File: config.mk
export PLATFORM = sky130hd
export DESIGN_NAME = keypad_bin_entry
export DESIGN_NICKNAME = d
export VERILOG_FILES = /design/src/rtl/keypad_bin_entry.sv
export SDC_FILE = /design/constraint.sdc
export NUM_CORES = 1
export LEC_CHECK = 0
export ABC_AREA = 1
export BUFFER_PORTS_ARGS = -buffer_cell sky130_fd_sc_hd__buf_2
export CORE_UTILIZATION = 59
export CTS_CLUSTER_DIAMETER = 150
export DETAILED_ROUTE_END_ITERATION = 8
export GPL_TIMING_DRIVEN = 0
export MAX_ROUTING_LAYER = met4
export PLACE_DENSITY = 0.84
export SYNTH_ARGS = -nofsm -noshare
export SYNTH_HDL_FRONTEND = slang
export SYNTH_SLANG_ARGS = --single-unit
export TNS_END_PERCENT = 100
File: constraint.sdc
create_clock -name clock -period 3.41 [get_ports clock]
set_input_delay 0.1705 -clock clock [delete_from_list [all_inputs] [get_ports clock]]
set_output_delay 0.1705 -clock clock [all_outputs]
set_load 0.01 [all_outputs]
File: src/rtl/keypad_bin_entry.sv
// keypad_bin_entry: 4x4 keypad scanner and debouncer feeding a two-digit BCD entry that
// commits its binary value into operand register A or B.
module keypad_bin_entry #(
    parameter int unsigned SCAN_DIV = 1000,
    parameter int unsigned DEBOUNCE = 4
) (
    input  logic       clock,
    input  logic       resetn,
    output logic [3:0] col,
    input  logic [3:0] row,
    output logic [3:0] A,
    output logic [3:0] B,
    output logic       a_valid,
    output logic       b_valid,
    output logic [3:0] ent_tens,
    output logic [3:0] ent_ones,
    output logic [1:0] ent_cnt,
    output logic       key_strobe,
    output logic       err
);
    localparam int unsigned DW = (SCAN_DIV > 1) ? $clog2(SCAN_DIV) : 1;
    localparam int unsigned CW = $clog2(DEBOUNCE + 1);
    localparam logic [DW-1:0] DwellLast = DW'(SCAN_DIV - 1);
    localparam logic [CW-1:0] CntDone = CW'(DEBOUNCE);
    localparam logic [CW-1:0] CntOne = CW'(1);

    typedef enum logic [1:0] {StIdle, StPressChk, StHeld, StRelChk} state_e;

    logic [3:0]    row_s1_q, row_s2_q;
    logic [1:0]    k_q;
    logic [DW-1:0] dwell_q;
    logic [1:0]    hits_q, hits_d;
    logic [3:0]    hit_code_q, hit_code_d;
    logic [1:0]    col_hits, col_row;
    logic          sample, sweep_done, sweep_key;

    state_e        state_q, state_d;
    logic [CW-1:0] cnt_q, cnt_d;
    logic [3:0]    key_q, key_d;
    logic          fire;
    logic          key_strobe_q;
    logic [3:0]    kcode_q;

    logic          is_digit, is_clear, is_load, load_b;
    logic [3:0]    digit;
    logic [6:0]    value;
    logic [3:0]    tens_q, tens_d, ones_q, ones_d, a_q, a_d, b_q, b_d;
    logic [1:0]    ecnt_q, ecnt_d;
    logic          a_valid_q, a_valid_d, b_valid_q, b_valid_d, err_q, err_d;

    assign col    = ~(4'b0001 << k_q);
    assign sample = (dwell_q == DwellLast);

    // Per-column hit count merged into a sweep-wide count saturating at 2 (MULTI).
    always_comb begin
        col_hits   = 2'd0;
        col_row    = 2'd0;
        for (int r = 0; r < 4; r++) begin
            if (!row_s2_q[r]) begin
                if (col_hits != 2'd2) col_hits = col_hits + 2'd1;
                col_row = 2'(r);
            end
        end
        hits_d     = hits_q;
        hit_code_d = hit_code_q;
        if (col_hits != 2'd0) begin
            hits_d     = (hits_q != 2'd0 || col_hits == 2'd2) ? 2'd2 : 2'd1;
            hit_code_d = {col_row, k_q};
        end
        sweep_done = sample && (k_q == 2'd3);
        sweep_key  = sweep_done && (hits_d == 2'd1);
    end

    always_ff @(posedge clock or negedge resetn) begin
        if (!resetn) begin
            row_s1_q   <= 4'b1111;
            row_s2_q   <= 4'b1111;
            k_q        <= 2'd0;
            dwell_q    <= '0;
            hits_q     <= 2'd0;
            hit_code_q <= 4'd0;
        end else begin
            row_s1_q <= row;
            row_s2_q <= row_s1_q;
            if (sample) begin
                dwell_q <= '0;
                k_q     <= k_q + 2'd1;
                if (k_q == 2'd3) begin
                    hits_q     <= 2'd0;
                    hit_code_q <= 4'd0;
                end else begin
                    hits_q     <= hits_d;
                    hit_code_q <= hit_code_d;
                end
            end else begin
                dwell_q <= dwell_q + DW'(1);
            end
        end
    end

    // Debounce: only sweep results move the FSM; MULTI counts as no key.
    always_comb begin
        state_d = state_q;
        cnt_d   = cnt_q;
        key_d   = key_q;
        fire    = 1'b0;
        if (sweep_done) begin
            unique case (state_q)
                StIdle: begin
                    if (sweep_key) begin
                        key_d = hit_code_d;
                        cnt_d = CntOne;
                        if (CntOne == CntDone) begin
                            state_d = StHeld;
                            fire    = 1'b1;
                        end else begin
                            state_d = StPressChk;
                        end
                    end
                end
                StPressChk: begin
                    if (sweep_key && hit_code_d == key_q) begin
                        cnt_d = cnt_q + CntOne;
                        if (cnt_d == CntDone) begin
                            state_d = StHeld;
                            fire    = 1'b1;
                        end
                    end else begin
                        state_d = StIdle;
                    end
                end
                StHeld: begin
                    if (!sweep_key) begin
                        cnt_d   = CntOne;
                        state_d = (CntOne == CntDone) ? StIdle : StRelChk;
                    end
                end
                StRelChk: begin
                    if (sweep_key) begin
                        state_d = StHeld;
                    end else begin
                        cnt_d = cnt_q + CntOne;
                        if (cnt_d == CntDone) state_d = StIdle;
                    end
                end
                default: state_d = StIdle;
            endcase
        end
    end

    always_ff @(posedge clock or negedge resetn) begin
        if (!resetn) begin
            state_q      <= StIdle;
            cnt_q        <= '0;
            key_q        <= 4'd0;
            key_strobe_q <= 1'b0;
            kcode_q      <= 4'd0;
        end else begin
            state_q      <= state_d;
            cnt_q        <= cnt_d;
            key_q        <= key_d;
            key_strobe_q <= fire;
            if (fire) kcode_q <= key_d;
        end
    end

    // Key code is {row, col}; digits 1..9 sit in rows 0..2, columns 0..2.
    always_comb begin
        is_digit = 1'b0;
        is_clear = 1'b0;
        is_load  = 1'b0;
        load_b   = 1'b0;
        digit    = 4'd0;
        if (kcode_q[1:0] == 2'd3) begin
            is_load = (kcode_q[3:2] == 2'd0) || (kcode_q[3:2] == 2'd1);
            load_b  = (kcode_q[3:2] == 2'd1);
        end else if (kcode_q[3:2] == 2'd3) begin
            is_clear = (kcode_q[1:0] == 2'd0);
            is_digit = (kcode_q[1:0] == 2'd1);
        end else begin
            is_digit = 1'b1;
            digit    = {2'b00, kcode_q[3:2]} * 4'd3 + {2'b00, kcode_q[1:0]} + 4'd1;
        end
    end

    always_comb begin
        tens_d    = tens_q;
        ones_d    = ones_q;
        ecnt_d    = ecnt_q;
        a_d       = a_q;
        b_d       = b_q;
        a_valid_d = a_valid_q;
        b_valid_d = b_valid_q;
        err_d     = 1'b0;
        value     = {3'b000, tens_q} * 7'd10 + {3'b000, ones_q};
        if (key_strobe_q) begin
            if (is_digit) begin
                if (ecnt_q == 2'd2) begin
                    err_d = 1'b1;
                end else begin
                    tens_d = ones_q;
                    ones_d = digit;
                    ecnt_d = ecnt_q + 2'd1;
                end
            end else if (is_clear || is_load) begin
                tens_d = 4'd0;
                ones_d = 4'd0;
                ecnt_d = 2'd0;
                if (is_load) begin
                    if (ecnt_q == 2'd0 || value > 7'd15) begin
                        err_d = 1'b1;
                    end else if (load_b) begin
                        b_d       = value[3:0];
                        b_valid_d = 1'b1;
                    end else begin
                        a_d       = value[3:0];
                        a_valid_d = 1'b1;
                    end
                end
            end
        end
    end

    always_ff @(posedge clock or negedge resetn) begin
        if (!resetn) begin
            tens_q    <= 4'd0;
            ones_q    <= 4'd0;
            ecnt_q    <= 2'd0;
            a_q       <= 4'd0;
            b_q       <= 4'd0;
            a_valid_q <= 1'b0;
            b_valid_q <= 1'b0;
            err_q     <= 1'b0;
        end else begin
            tens_q    <= tens_d;
            ones_q    <= ones_d;
            ecnt_q    <= ecnt_d;
            a_q       <= a_d;
            b_q       <= b_d;
            a_valid_q <= a_valid_d;
            b_valid_q <= b_valid_d;
            err_q     <= err_d;
        end
    end

    assign A          = a_q;
    assign B          = b_q;
    assign a_valid    = a_valid_q;
    assign b_valid    = b_valid_q;
    assign ent_tens   = tens_q;
    assign ent_ones   = ones_q;
    assign ent_cnt    = ecnt_q;
    assign key_strobe = key_strobe_q;
    assign err        = err_q;

endmodule

# After elaboration in Yosys (flattened, before gate mapping)
# Index checks and enable logic that the tools add are counted.
# classes
add_sub_neg	10
mul	2
n_lt_le_gt_ge	1
n_eq_ne	24
shift	1
mux	57
n_bitwise	4
n_reduce_logical	19
# ops
op	n
4-bit 2-to-1 mux	12
2-bit 2-to-1 mux	20
1-bit 2-to-1 mux	18
2-bit != test (second input constant)	8
2-bit equality test (second input constant)	7
3-bit 2-to-1 mux	4
3-bit one-hot mux with 4 select lines	1
6-bit AND reduction	2
10-bit by 1-bit adder with 10-bit output (second input constant)	1
2-bit by 1-bit adder with 2-bit output (second input constant)	5
10-bit equality test (second input constant)	1
10-bit 2-to-1 mux	1
5-bit AND reduction	2
2-bit by 1-bit equality test with 1-bit output (second input constant)	4
2-bit zero test	4
2-bit one-hot mux with 4 select lines	1
7-bit by 4-bit adder with 7-bit output	1
7-bit by 4-bit greater-than comparator with 1-bit output (second input constant)	1
4-bit by 3-bit multiplier with 6-bit output (second input constant)	1
3-bit != test (second input constant)	2
2-bit nonzero test	3
4-bit by 1-bit adder with 4-bit output (second input constant)	1
4-bit by 2-bit adder with 4-bit output	1
4-bit equality test	1
9 further kinds	16
# word_totals
regBits	61
in_bits	6
out_inout_bits	26
wordCells	137

# Depth between registers and ports, before layout
# logic_depth
word_depth	20
mapped_depth	21
ltp_nobuf	21

# Least setup slack after synthesis
# No wires, ideal clock.
# synth_timing
path_type	register to register
from	reg row_s2_q[1]
to	reg cnt_q[1]
arrival_time_ns	2.554
setup_slack_ns	0.736
stages_incl_launch_ff	18
path_buffers	0
synth_period_minus_slack_ns	2.674
path_cell_list	dfstp_2 -> inv_1 -> ha_1 -> nand2_1 -> and2_1 -> ha_1 -> or2_1 -> nand2_4 -> nand2_4 -> nand2_2 -> and2_4 -> nand2_2 -> nor2_4 -> nand3_2 -> o21ai_2 -> nand2_1 -> nand2_1 -> o21ai_1
# synth_via
elab_chain_cells	16
# synth_lines
item	line_no	rtl
start, declared	29	logic [3:0] row_s1_q, row_s2_q;
start signal, assigned	84	row_s2_q <= row_s1_q;
2-bit 2-to-1 mux	59	if (!row_s2_q[r]) begin
2-bit by 1-bit adder with 2-bit output / 2-bit != test (equally long branches)	60	if (col_hits != 2'd2) col_hits = col_hits + 2'd1;
2-bit 2-to-1 mux	60	
2-bit 2-to-1 mux	59	
2-bit by 1-bit adder with 2-bit output / 2-bit != test (equally long branches)	60	
2-bit 2-to-1 mux	60	
2-bit 2-to-1 mux	59	
2-bit equality test	67	hits_d = (hits_q != 2'd0 || col_hits == 2'd2) ? 2'd2 : 2'd1;
1-bit logical OR	67	
2-bit 2-to-1 mux	67	
2-bit 2-to-1 mux	66	if (col_hits != 2'd0) begin
2-bit by 1-bit equality test with 1-bit output	71	sweep_key = sweep_done && (hits_d == 2'd1);
1-bit logical AND	71	
1-bit logical AND	122	if (sweep_key && hit_code_d == key_q) begin
2-bit != test (no source line)	--	
5-bit AND reduction (no source line) (*)	--	
end signal, assigned	160	cnt_q <= cnt_d;
end, declared	38	logic [CW-1:0] cnt_q, cnt_d;
# Mark *: on every way between the ends. The rest lies on a longest branch, timed or not.
# A chain may end at the register's enable or synchronous reset.

# Final worst setup path
# layout_timing
from	reg row_s2_q[1]
to	reg cnt_q[2]
# Same word-level chain as after synthesis.

==> key figures <==
Detailed routing
  • 1st-iter DRT viols: about 180
  • Final ANT Viol Nets: 0
  • Vias post-DR: 2798
  • Highest metal used: met4
  • DR WL met2: approximately 3.2 mm
  • WL final: 6.538 mm
  • Vias/cell: 5.381
  • Drt pass-1 iters: 6
  • Post-route DRC: 0
  • DR WL met3: 317 um
  • Met1 wire length: 2.859 mm
  • Mean routed wirelength per cell: approximately 13 um

Timing
  • Skew final: 0.006781 ns
  • Relative slew margins: 41.35%
  • Worst Slack Setup Final: 0.4727 ns
  • Minimum clock period: 2.937 ns
  • Setup TNS: 0 ns
  • Worst-Margin Slew: between 0.8 and 0.9 ns
  • Unrepaired setup endpoints after global routing: no
  • Tcrit/Tclk final: 86.14%
  • Fmax: around 340 MHz
  • Fin. Hold Viols: 0
  • Fin. max-slew vios: 0
  • Final setup fails: 0

Logic synthesis
  • Post-synth top area cell: dfrtp_1
  • Synth Register Bits: about 60
  • Commonest cells post-synth: 85 x nand2_1, 62 x inv_1, 53 x dfrtp_1
  • Syn Nets: 432
  • Mapped cell area: 3401 um^2
  • Warnings, synthesis: 0
  • Syn avg cell area: 8.588 um^2
  • Cell count after synthesis: 396
  • Top-count cell post-synth: nand2_1
  • Sequential share of the synthesized area: roughly 45%
  • Ys async rst share: 100.0%
  • Netlist cell types: between 40 and 50
  • Area share of the largest cell type after synthesis: 39.00%
  • Main synth FF type: dfrtp_1
  • Number of flops mapped to enable cells by yosys: 0
  • Top cells by area, synth: dfrtp_1 39%, ha_1 9.6%, nand2_1 9.4%

CTS
  • CTS tree: done
  • Hold buffers post-CTS: 4
  • Post-CTS Setup Bufs: 0
  • Clock-pin slew on the worst setup and hold paths: 0.07 ns
  • CTS Buf Count: 9
  • PostCTS Resize Cnt: 0
  • Skew-Pair Late Insertion Delay: 0.35 ns
  • Clk sink count: 61
  • Clk root buf: clkbuf_8
  • CTS max path bufs: 2
  • CTS H-tree lvls: 3

Setup path
  • Reg2reg setup slack: 0.47 ns
  • Most common cell on crit path: nand2_1
  • Worst R2R End: cnt_q[2]
  • CP Data Arrival Time: 3.17 ns
  • Critical Path RT: 3.64 ns
  • Cells along the critical path: inv_1, ha_1, nand2_1, and2_1, ha_1, or2_1, nand2_4, nand2_4, nand2_2, and2_4, nand2_2, nor2_4, nand3_2, o21ai_2, nand2_1, nand2_1, o21ai_1
  • Critical path launch point type: flip-flop
  • Critical path class: flip-flop to flip-flop
  • CP max FO: 9
  • CP max stage cell: dfstp_2
  • Crit end category: flip-flop
  • R2r startpoint: row_s2_q[1]
  • Max incr delay on CP: 0.55 ns
  • R2r worst-path depth: 17

Global route
  • First-pass GRT wire length: 11.63 mm
  • Vias in the first global route: 2752
  • Overflow after GRT: 0
  • Initial antenna violation count: 0
  • GRT Util Overall: 25.61%
  • Largest net degree at the start of global routing: 62

Power and ir drop
  • Combinational share of power: 5.6%
  • Maximum vdd ir drop: 0.0002620 V
  • Power Internal: about 1.1 mW
  • Leak Pwr: 2.022 nW
  • Power share of the sequential group: 50.7%
  • Switch Pwr: ~0.34 mW
  • Power, Total: 1.452 mW
  • Switching Fraction: 23.32%
  • Clock power share: 43.7%
  • P per Cell Area: 373.3 nW/um^2

Min path
  • Worst Hold Class: flip-flop to flip-flop
  • Hold path start: row_s1_q[0]
  • Hold Path Depth: 0
  • Worst hold endpoint: row_s2_q[0]

Place
  • Pre-CTS WS: 0.4789 ns
  • Post-Place Cells: about 500
  • IO buf count: 31
  • Gpl congestion: about 0.90
  • Final HPWL DP: 4.770 mm

Cells and area
  • Final non-filler cell total: 520
  • Area Overhead vs Synth: 14.42%
  • Fill cells: around 430
  • Layout cell share with drive strength beyond 1: roughly 17%
  • Nets: 479
  • Final Util: a little over two thirds
  • Antenna cells: 0

Die
  • Die Wd: 77.92 um
  • Die Y: 77.92 um
  • Initial core utilization: 61.38%
  • Core Area: 5540 um^2
  • Boundary Pins: 32
  • Std-Cell Rows: 27
  • Die ar.: 6072 um^2

Job
  • Max_cap viols: 0

Run status
  • Status: finished clean
flip-flops by register name (all words and copies together), names as in the netlist:
name        count
row_s1_q        4
ent_ones        4
err             1
key_strobe      1
a_valid         1
state_q         2
key_q           4
hit_code_q      4
row_s2_q        4
A               4
ent_tens        4
dwell_q        10
ent_cnt         2
hits_q          2
cnt_q           3
kcode_q         4
k_q             2
B               4
b_valid         1
worst max-delay path by stage:
stage                            from  endpoint  slack, ns  depth (start not counted)
after floorplan           row_s2_q[1]  cnt_q[1]       0.74                         17
after global placement    row_s2_q[1]  cnt_q[2]       0.57                         17
after detailed placement  row_s2_q[1]  cnt_q[1]       0.48                         17
after CTS                 row_s2_q[1]  cnt_q[2]       0.46                         17
after global routing      row_s2_q[1]  cnt_q[2]       0.24                         18
final                     row_s2_q[1]  cnt_q[2]       0.47                         17
per-layer routing:
metal	vias to the layer above	track usage, %
met5	-	-
met1	1327	30.05
met3	16	6.824
li1	1371	-
met4	0	11.85
met2	84	41.24
final cells by class:
| type | instances | area (um^2) | area share [%] |
|---|---|---|---|
| sequential | 61 | 1536 | 39.49 |
| clock inverter | 4 | 47.55 | 1.222 |
| timing repair buffer | 36 | 207.7 | 5.338 |
| buffer | 2 | 11.26 | 0.2894 |
| inverter | 65 | 249.0 | 6.399 |
| clock buffer | 12 | 145.1 | 3.730 |
| multi-input combinational | 268 | 1604 | 41.22 |
| tap | 72 | 90.09 | 2.315 |
power groups by stage:
stage	Sequential (mW)	Combinational [mW]	Clock, mW
finish	0.736	0.0815	0.635
floorplan	0.748	0.0506	0
global route	0.736	0.0932	0.677
CTS	0.736	0.0817	0.645
global placement	0.749	0.0747	0
detailed placement	0.749	0.0774	0
cell usage in the layout, fill, tap and decap left out, drive strengths merged:
| master | count |
|---|---|
| nand2 | 92 |
| inv | 63 |
| dfrtp | 53 |
| o21ai | 40 |
| nand3 | 33 |
| buf | 32 |
| nor2 | 27 |
| ha | 26 |
| clkbuf | 13 |
| a21oi | 10 |
| dfstp | 8 |
| nor3 | 5 |
| dlygate4sd3 | 5 |
| fa | 4 |
| clkinv | 4 |
| xnor2 | 3 |
| o22ai | 3 |
| o31ai | 3 |
| or2 | 3 |
| nand4 | 2 |
| a21boi | 2 |
| nand3b | 2 |
| o211ai | 2 |
| xor2 | 2 |
| and2 | 2 |
| a211oi | 2 |
| o21a | 1 |
| and3 | 1 |
| o2111ai | 1 |
| a21o | 1 |
| o41ai | 1 |
| clkinvlp | 1 |
| bufinv | 1 |
per-stage QoR:
| step | hold slack (ns) | area [um^2] |
|---|---|---|
| 6_report | 0.3556 | 3891 |
| 4_1_cts | 0.1670 | 3879 |
| 3_3_place_gp | 0.2753 | 3646 |
| 2_1_floorplan | -0.1251 | 3401 |
| 3_5_place_dp | 0.2766 | 3646 |
| 5_1_grt | 0.3594 | 3891 |
critical path: cells and delay by family, from the launching register on:
kind | cells | cell delay [ns]
and+or+nand+nor | 12 | 1.43
buffers and inverters | 1 | 0.05
AOI/OAI and AO/OA | 2 | 0.25
DFF | 1 | 0.55
adders and majority gates | 2 | 0.55
cells by family (layout without fill, tap and decap cells):
family          count (synthesis)  count (layout)  share of synthesized area (%)
simple gates                  167             167                          22.41
fa+ha+maj                      30              30                          11.92
compound gates                 66              66                          11.55
buf+inv                        67             119                          7.652
flops                          61              61                          45.18
xor+xnor                        5               5                          1.288
No activity file was read; power rests on OpenSTA's default activity.
